**src/rtl/adder_pkg.sv**
```systemverilog
// rtl/adder_pkg.sv - op encoding and slice-width helper shared by the pipelined adder
package adder_pkg;

  typedef enum logic {
    OP_ADD = 1'b0,
    OP_SUB = 1'b1
  } op_t;

  function automatic int slice_w(input int width, input int stages);
    return width / stages;
  endfunction

endpackage

```
**src/rtl/adder_slice.sv**
```systemverilog
// rtl/adder_slice.sv - combinational SW-bit ripple slice built from fulladder cells
module adder_slice #(
  parameter int SW = 8
) (
  input  logic [SW-1:0] A,
  input  logic [SW-1:0] B,
  input  logic          Cin,
  output logic [SW-1:0] S,
  output logic          Cout
);

  logic [SW:0] c;

  assign c[0] = Cin;

  for (genvar i = 0; i < SW; i++) begin : g_bit
    fulladder u_fa (
      .a    (A[i]),
      .b    (B[i]),
      .cin  (c[i]),
      .sum  (S[i]),
      .cout (c[i+1])
    );
  end

  assign Cout = c[SW];

endmodule

```
**src/rtl/fulladder.sv**
```systemverilog
// rtl/fulladder.sv - single-bit full adder cell
module fulladder (
  input  logic a,
  input  logic b,
  input  logic cin,
  output logic sum,
  output logic cout
);

  assign sum  = a ^ b ^ cin;
  assign cout = (a & b) | (cin & (a ^ b));

endmodule

```
**src/rtl/pipelined_adder.sv**
```systemverilog
// rtl/pipelined_adder.sv - pipelined add/sub, one slice per stage; Zero/Ovf outputs under PIPELINED_ADDER_FLAGS_EN
module pipelined_adder
  import adder_pkg::*;
#(
  parameter int WIDTH  = 32,
  parameter int STAGES = 4
) (
  input  logic             clk,
  input  logic             rst_n,
  input  logic             in_valid,
  output logic             in_ready,
  input  logic [WIDTH-1:0] A,
  input  logic [WIDTH-1:0] B,
  input  logic             Cin,
  input  op_t              Op,
  output logic             out_valid,
  input  logic             out_ready,
  output logic [WIDTH-1:0] S,
  output logic             Cout
`ifdef PIPELINED_ADDER_FLAGS_EN
  ,
  output logic             Zero,
  output logic             Ovf
`endif
);

  localparam int SW = slice_w(WIDTH, STAGES);

  if (STAGES < 1 || STAGES > WIDTH) begin : g_bad_stages
    $error("pipelined_adder: STAGES must be in 1..WIDTH");
  end
  if (WIDTH % STAGES != 0) begin : g_bad_width
    $error("pipelined_adder: WIDTH must be a multiple of STAGES");
  end

  logic              advance;
  logic [WIDTH-1:0]  b_eff;
  logic              cin0;
  logic [STAGES-1:0] valid_q;
  logic [STAGES-1:0] carry_q;
  logic [WIDTH-1:0]  res_q [STAGES];
  logic [WIDTH-1:0]  a_q   [STAGES];
  logic [WIDTH-1:0]  b_q   [STAGES];
  logic [WIDTH-1:0]  res_nx [STAGES];
  logic [WIDTH-1:0]  op_a;
  logic [WIDTH-1:0]  op_b;
  logic [WIDTH-1:0]  slice_sum;
  logic [STAGES-1:0] slice_ci;
  logic [STAGES-1:0] slice_co;
  logic              unused_tail;

  // The whole pipe moves as one; it only freezes when the output is held.
  assign advance  = !out_valid || out_ready;
  assign in_ready = advance;

  // Subtraction is A + ~B + 1, so Cin is replaced by a forced 1.
  assign b_eff = (Op == OP_SUB) ? ~B : B;
  assign cin0  = (Op == OP_SUB) ? 1'b1 : Cin;

  // Slice 0 reads the ports; slice k reads operand bits and carry registered by stage k-1.
  always_comb begin
    op_a         = '0;
    op_b         = '0;
    slice_ci     = '0;
    op_a[SW-1:0] = A[SW-1:0];
    op_b[SW-1:0] = b_eff[SW-1:0];
    slice_ci[0]  = cin0;
    for (int k = 1; k < STAGES; k++) begin
      op_a[k*SW +: SW] = a_q[k-1][k*SW +: SW];
      op_b[k*SW +: SW] = b_q[k-1][k*SW +: SW];
      slice_ci[k]      = carry_q[k-1];
    end
  end

  for (genvar k = 0; k < STAGES; k++) begin : g_slice
    adder_slice #(
      .SW (SW)
    ) u_slice (
      .A    (op_a[k*SW +: SW]),
      .B    (op_b[k*SW +: SW]),
      .Cin  (slice_ci[k]),
      .S    (slice_sum[k*SW +: SW]),
      .Cout (slice_co[k])
    );
  end

  // Each stage's result word is the lower bits already resolved plus this stage's new slice.
  always_comb begin
    res_nx[0]         = '0;
    res_nx[0][SW-1:0] = slice_sum[SW-1:0];
    for (int k = 1; k < STAGES; k++) begin
      res_nx[k]              = res_q[k-1];
      res_nx[k][k*SW +: SW]  = slice_sum[k*SW +: SW];
    end
  end

  // Pipeline registers: clear on reset, shift together on advance, bubbles shift like data.
  always_ff @(posedge clk) begin
    if (!rst_n) begin
      valid_q <= '0;
      carry_q <= '0;
      for (int k = 0; k < STAGES; k++) begin
        res_q[k] <= '0;
        a_q[k]   <= '0;
        b_q[k]   <= '0;
      end
    end else if (advance) begin
      valid_q[0] <= in_valid;
      carry_q[0] <= slice_co[0];
      res_q[0]   <= res_nx[0];
      a_q[0]     <= A;
      b_q[0]     <= b_eff;
      for (int k = 1; k < STAGES; k++) begin
        valid_q[k] <= valid_q[k-1];
        carry_q[k] <= slice_co[k];
        res_q[k]   <= res_nx[k];
        a_q[k]     <= a_q[k-1];
        b_q[k]     <= b_q[k-1];
      end
    end
  end

  assign out_valid = valid_q[STAGES-1];
  assign S         = res_q[STAGES-1];
  assign Cout      = carry_q[STAGES-1];

  // Operands in the last stage have no further consumer.
  assign unused_tail = ^{a_q[STAGES-1], b_q[STAGES-1]};

`ifdef PIPELINED_ADDER_FLAGS_EN
  logic zero_nx;
  logic ovf_nx;
  logic zero_q;
  logic ovf_q;

  // Carry into the MSB is recovered as a ^ b ^ sum at that bit.
  assign zero_nx = (res_nx[STAGES-1] == '0);
  assign ovf_nx  = op_a[WIDTH-1] ^ op_b[WIDTH-1] ^ res_nx[STAGES-1][WIDTH-1] ^ slice_co[STAGES-1];

  // Flags are captured with the last stage so they track S and hold during stalls.
  always_ff @(posedge clk) begin
    if (!rst_n) begin
      zero_q <= 1'b0;
      ovf_q  <= 1'b0;
    end else if (advance) begin
      zero_q <= zero_nx;
      ovf_q  <= ovf_nx;
    end
  end

  assign Zero = zero_q;
  assign Ovf  = ovf_q;
`endif

endmodule

```
**config.mk**
```make
export PLATFORM = sky130hd
export DESIGN_NAME = pipelined_adder
export DESIGN_NICKNAME = d
export VERILOG_FILES = /design/src/rtl/adder_pkg.sv /design/src/rtl/adder_slice.sv /design/src/rtl/fulladder.sv /design/src/rtl/pipelined_adder.sv
export SDC_FILE = /design/constraint.sdc
export NUM_CORES = 1
export LEC_CHECK = 0
export ABC_AREA = 1
export CORE_ASPECT_RATIO = 0.9
export CORE_MARGIN = 10
export CORE_UTILIZATION = 41
export CTS_BUF_LIST = sky130_fd_sc_hd__clkbuf_4 sky130_fd_sc_hd__clkbuf_8 sky130_fd_sc_hd__clkbuf_16
export CTS_CLUSTER_DIAMETER = 40
export DETAILED_ROUTE_END_ITERATION = 6
export GPL_ROUTABILITY_DRIVEN = 0
export SLEW_MARGIN = 20
export SYNTH_ARGS = -nofsm -noshare
export SYNTH_HDL_FRONTEND = slang
export SYNTH_SLANG_ARGS = --single-unit
```
**constraint.sdc**
```tcl
create_clock -name clk -period 20.9 [get_ports clk]
set_input_delay 2.09 -clock clk [delete_from_list [all_inputs] [get_ports clk]]
set_output_delay 2.09 -clock clk [all_outputs]
set_load 0.1 [all_outputs]
```
======== Word-level counts from Yosys, hierarchy flattened ========
Memories as Yosys holds them, arrays and structs flattened.
Index checks and enable logic that the tools add are counted.
storage, ports and cells
  bits in registers ....................... 8
  bits in read-only memories .............. 0
  memories ................................ 3
  RAM bits ................................ 384
  bits in latches ......................... 0
  logic and storage cells ................. 198
  output and inout bits ................... 35
operators by class
  bitwise gates (word level) .............. 173
  div/mod/pow operators ................... 0
  reduce and logical (&&, ||, !) cells .... 2
  shifts and indexed selects .............. 0
  equality and inequality tests ........... 0
  multiplexer cells ....................... 18
  $lt $le $gt $ge ......................... 0
  $add $sub $neg .......................... 0
  multipliers ............................. 0
memories
  memory  depth  width  read ports  clocked after memory_dff  write ports  RTL line               source
  a_q     4      32     3           0                         4            pipelined_adder.sv:42  logic [WIDTH-1:0] a_q [STAGES];
  b_q     4      32     3           0                         4            pipelined_adder.sv:43  logic [WIDTH-1:0] b_q [STAGES];
  res_q   4      32     4           0                         4            pipelined_adder.sv:41  logic [WIDTH-1:0] res_q [STAGES];
operators by type and width
  cell                count
  two-way mux 32 bit  13
  AND 1 bit           64
  XOR 1 bit           64
  bitwise OR 1 bit    44
  NOT 32 bit          1
  two-way mux 1 bit   5
  zero test 1 bit     1
  logical OR 1 bit    1

======== Depth between registers and ports, before layout ========
  depth in word-level cells ............... 19
  gate-level depth with buffers ........... 14

======== Hierarchy ========
From an unflattened synthesis, not the netlist that was laid out.
unflattened totals
  cells, all modules ...................... 705
  area, all modules ....................... 8179.1 um^2
modules (own cells, without submodules)
  module           seq. area each (um^2)  instances  cells an instance  area an instance (um^2)
  pipelined_adder  5445.2                 1          673                7538.5
  fulladder        0.0                    32         1                  20.0

======== Worst setup path before layout ========
No wires, ideal clock.
  path kind ............................... input-to-reg
  start point ............................. input port out_ready
  end point ............................... memory a_q[0][10] (enable)
  setup slack ............................. 12.820 ns
  data required time ...................... 19.026 ns
  arrival time ............................ 6.205 ns
  stages on the path ...................... 2
  path through ............................ inv_2 nand3_1
RTL lines
  element          RTL line               source
  start, declared  pipelined_adder.sv:17  input logic out_ready,
  end, declared    pipelined_adder.sv:42

======== Final worst setup path ========
  start point ............................. input port out_ready
  end point ............................... output port in_ready
between the ends
  longest elaborated chain between the ends .. 1
ends and longest elaborated chain
  element           RTL line               source
  logical OR 1 bit  pipelined_adder.sv:53  assign advance = !out_valid || out_ready;
  end, declared     pipelined_adder.sv:11  output logic in_ready,
No other way between the ends.

==> tab_implementation.tex <==
\begin{tabular}{lr}
\hline
Metric & Value \\
\hline
\multicolumn{2}{l}{\textbf{Status}} \\
Run status & finished, final reports clean \\
\multicolumn{2}{l}{\textbf{Place}} \\
IO Port Bufs & 104 \\
Half-perimeter wire length after placement & 8680 um \\
\multicolumn{2}{l}{\textbf{CTS}} \\
Setup bufs post-CTS & 0 \\
Number of gates resized after CTS & 0 \\
Clock buffer depth & 2 \\
Clock buffers created by TritonCTS & 17 \\
Clock network latency to the later pin of the worst-skew pair & 0.43 ns \\
Clock tree from TritonCTS & yes \\
H-tree Lvls & 4 \\
Clk slew on worst S/H paths & 0.07 ns \\
Buffer cell driving the clock tree root & clkbuf\_16 \\
Hold-fix buffer count after cts & 0 \\
CTS Sinks & 184 \\
\multicolumn{2}{l}{\textbf{Worst setup path}} \\
Type of element capturing the critical path & output pin \\
CP Data Arrival Time & 3.97 ns \\
Kind of critical path & input port to output pin \\
Data required time at the worst endpoint & 18.81 ns \\
Nature of the critical path startpoint & input port \\
Highest net fanout along the worst path & 9 \\
\multicolumn{2}{l}{\textbf{Global route}} \\
GRT Residual Overflow & 0 \\
Vias in the first global route & 4595 \\
Maximum number of pins on one net before global-route repair & 92 \\
GRT Util Overall & 10.7\% \\
Antenna violations before repair & 0 \\
Wire length of the first global-routing pass & 22400 um \\
\multicolumn{2}{l}{\textbf{Route}} \\
Final Routed Wirelength & 13700 um \\
Remaining design rule violation count & 0 \\
Drt first-iter violations & 328 \\
DR WL/cell & 12.6 um \\
Routed Antenna Nets & 0 \\
Detailed-route vias per instance & 4.29 \\
Number of detailed-routing iterations run before antenna repair & 6 \\
Number of vias in the routed layout & 4677 \\
\multicolumn{2}{l}{\textbf{Synth}} \\
Dominant combinational cell family by area after synthesis & simple AND/OR/NAND/NOR gates \\
Number of synthesized flops with an enable pin & 176 \\
Leading cell types by total area after synthesis & edfxtp\_1, inv\_1, fa\_1 \\
Synth Cell Area & 8230 um2 \\
Share of flip-flops with an asynchronous set or reset after synthesis & 0\% \\
Most frequent cell after synthesis & inv\_1 \\
Ys Warns & 0 \\
Fraction of synthesized area in multiplexers & 0\% \\
Post-synth top area share & 64.2\% \\
Most instantiated flip-flop cell in the synthesis netlist & edfxtp\_1 \\
Instance count of the mapped netlist & 724 \\
Leading post-synthesis cells by instance count & inv\_1, edfxtp\_1, nor2\_1 \\
Complex-gate fraction of the synthesized area & 0\% \\
Biggest area consumer among synthesized cells & edfxtp\_1 \\
Proportion of synthesized chip area in sequential cells & 66.1\% \\
Avg Cell Area, Syn & 11.4 um2 \\
Synth Area in Adders & 7.78\% \\
Flop and latch count out of synthesis & 184 \\
Synthesized-area fraction occupied by xor and xnor cells & 0.851\% \\
Number of unique standard cell types used by synthesis & 18 \\
Syn nets & 826 \\
Simple logic cell fraction of the synthesized area & 13.5\% \\
\multicolumn{2}{l}{\textbf{Final layout}} \\
Nets & 925 \\
Proportion of layout cells with a drive suffix above 1 & 5.86\% \\
Area overhead of the layout relative to synthesis & 21.1\% \\
Final-layout fill cell count & 1826 \\
Antenna diode count & 0 \\
\multicolumn{2}{l}{\textbf{Floorplanning}} \\
Chip Height & 154 um \\
Effective utilization at floorplan & 41.5\% \\
Die boundary width & 169 um \\
Die outline area & 26200 um2 \\
Area of the placeable core & 19900 um2 \\
Number of rows in the core area & 49 \\
Io pins & 105 \\
\multicolumn{2}{l}{\textbf{STA}} \\
Final number of setup-violating endpoints & 0 \\
Slew Limit Fails & 0 \\
Setup repair after global routing missed its margin & false \\
Relative slew slack & 32.3\% \\
Hold slack final & 0.450 ns \\
Actual transition at the worst max-transition pin & 1.01 ns \\
Final-report hold violation count & 0 \\
Final cycle utilization of the critical path & 29.0\% \\
Post-Route Setup TNS & 0 ns \\
Time the final worst path needs with I/O delays and setup & 6.06 ns \\
Worst clock skew on the final layout & 0.00824 ns \\
Max Freq & 165 MHz \\
\multicolumn{2}{l}{\textbf{Run}} \\
Count of maximum capacitance violations & 0 \\
\multicolumn{2}{l}{\textbf{Min path}} \\
Worst hold path class & register to register \\
\multicolumn{2}{l}{\textbf{Pwr}} \\
Leakage & 4.39 nW \\
Worst supply voltage drop on vdd & 0.0503 mV \\
Power density over the cells & 85.1 nW/um2 \\
\hline
\end{tabular}
==> cell families (layout without fill, tap and decap cells) <==
kind of cell               after synthesis  count (layout)
buffers and inverters                  225             337
xor gates and xnor gates                 8               8
and+or+nand+nor                        275             275
DFF                                    184             184
adders and majority gates               32              32
==> registers in the layout, indices dropped and copies added (netlist names) <==
| register | cells |
|---|---|
| a_q | 48 |
| carry_q | 4 |
| valid_q | 4 |
| res_q | 80 |
| b_q | 48 |
==> power by group <==
part | internal (mW) | leakage, nW | switching [mW]
clock | 0.167 | 0.281 | 0.147
combinational | 0.0353 | 1.96 | 0.0610
sequential | 0.431 | 2.15 | 0.00754
total | 0.633 | 4.39 | 0.215
==> metrics by stage <==
stage / utilization [%] / worst slack, ns / std cells / power [mW] / cell area [um2]
2_1_floorplan: - / 12.82 / 724 / 0.515 / 8230
5_1_grt: 50.2 / 14.73 / 1091 / 0.886 / 9970
3_3_place_gp: 47.4 / 14.54 / 1059 / 0.541 / 9410
3_5_place_dp: 47.4 / 14.40 / 1059 / 0.545 / 9410
4_1_cts: 50.2 / 14.83 / 1091 / 0.861 / 9970
6_report: 50.2 / 14.84 / 1091 / 0.849 / 9970
==> final timing paths <==
| check | startpoint | to | slack (ns) | cells after the start |
|---|---|---|---|---|
| max | out_ready | in_ready | 14.84 | 4 |
| min | valid_q[2] | valid_q[3] | 0.45 | 2 |
| max reg2reg | a_q[0][88] | res_q[3][31] | 16.71 | 12 |
| min reg2reg | valid_q[2] | valid_q[3] | 0.45 | 2 |
==> placed cells by master, fill, tap and decap left out, types with 7 or more instances in the layout <==
cell and n:
nand2_1 81, nand3_1 7, inv_1 196, xnor2_1 7, clkdlybuf4s50_1 103, nor2_1 167, dfxtp_1 8, nand4_1 7
nor2_2 10, inv_6 8, fa_1 32, clkbuf_16 17, edfxtp_1 176
==> critical path: stages <==
cell             delay [ns]
clkdlybuf4s50_1        0.47
inv_2                  0.12
nand2_8                0.13
clkdlybuf4s50_1        1.16
==> final cells by class <==
type / count / area [um2] / area share [%]
Clock buffer: 17 / 425 / 4.27
Timing Repair Buffer: 108 / 1070 / 10.7
Tap cell: 255 / 319 / 3.20
Sequential cell: 184 / 5450 / 54.6
Clock inverter: 15 / 138 / 1.38
Inverter: 197 / 739 / 7.41
Multi-Input combinational cell: 315 / 1840 / 18.5
==> metal layers <==
metal,global-route usage (%),share of wire (%)
met4,4.07,1.3
met5,0,0
met1,13.5,45
met3,3.93,7.2
met2,16.5,47
Power figures use the tool's default switching activity.
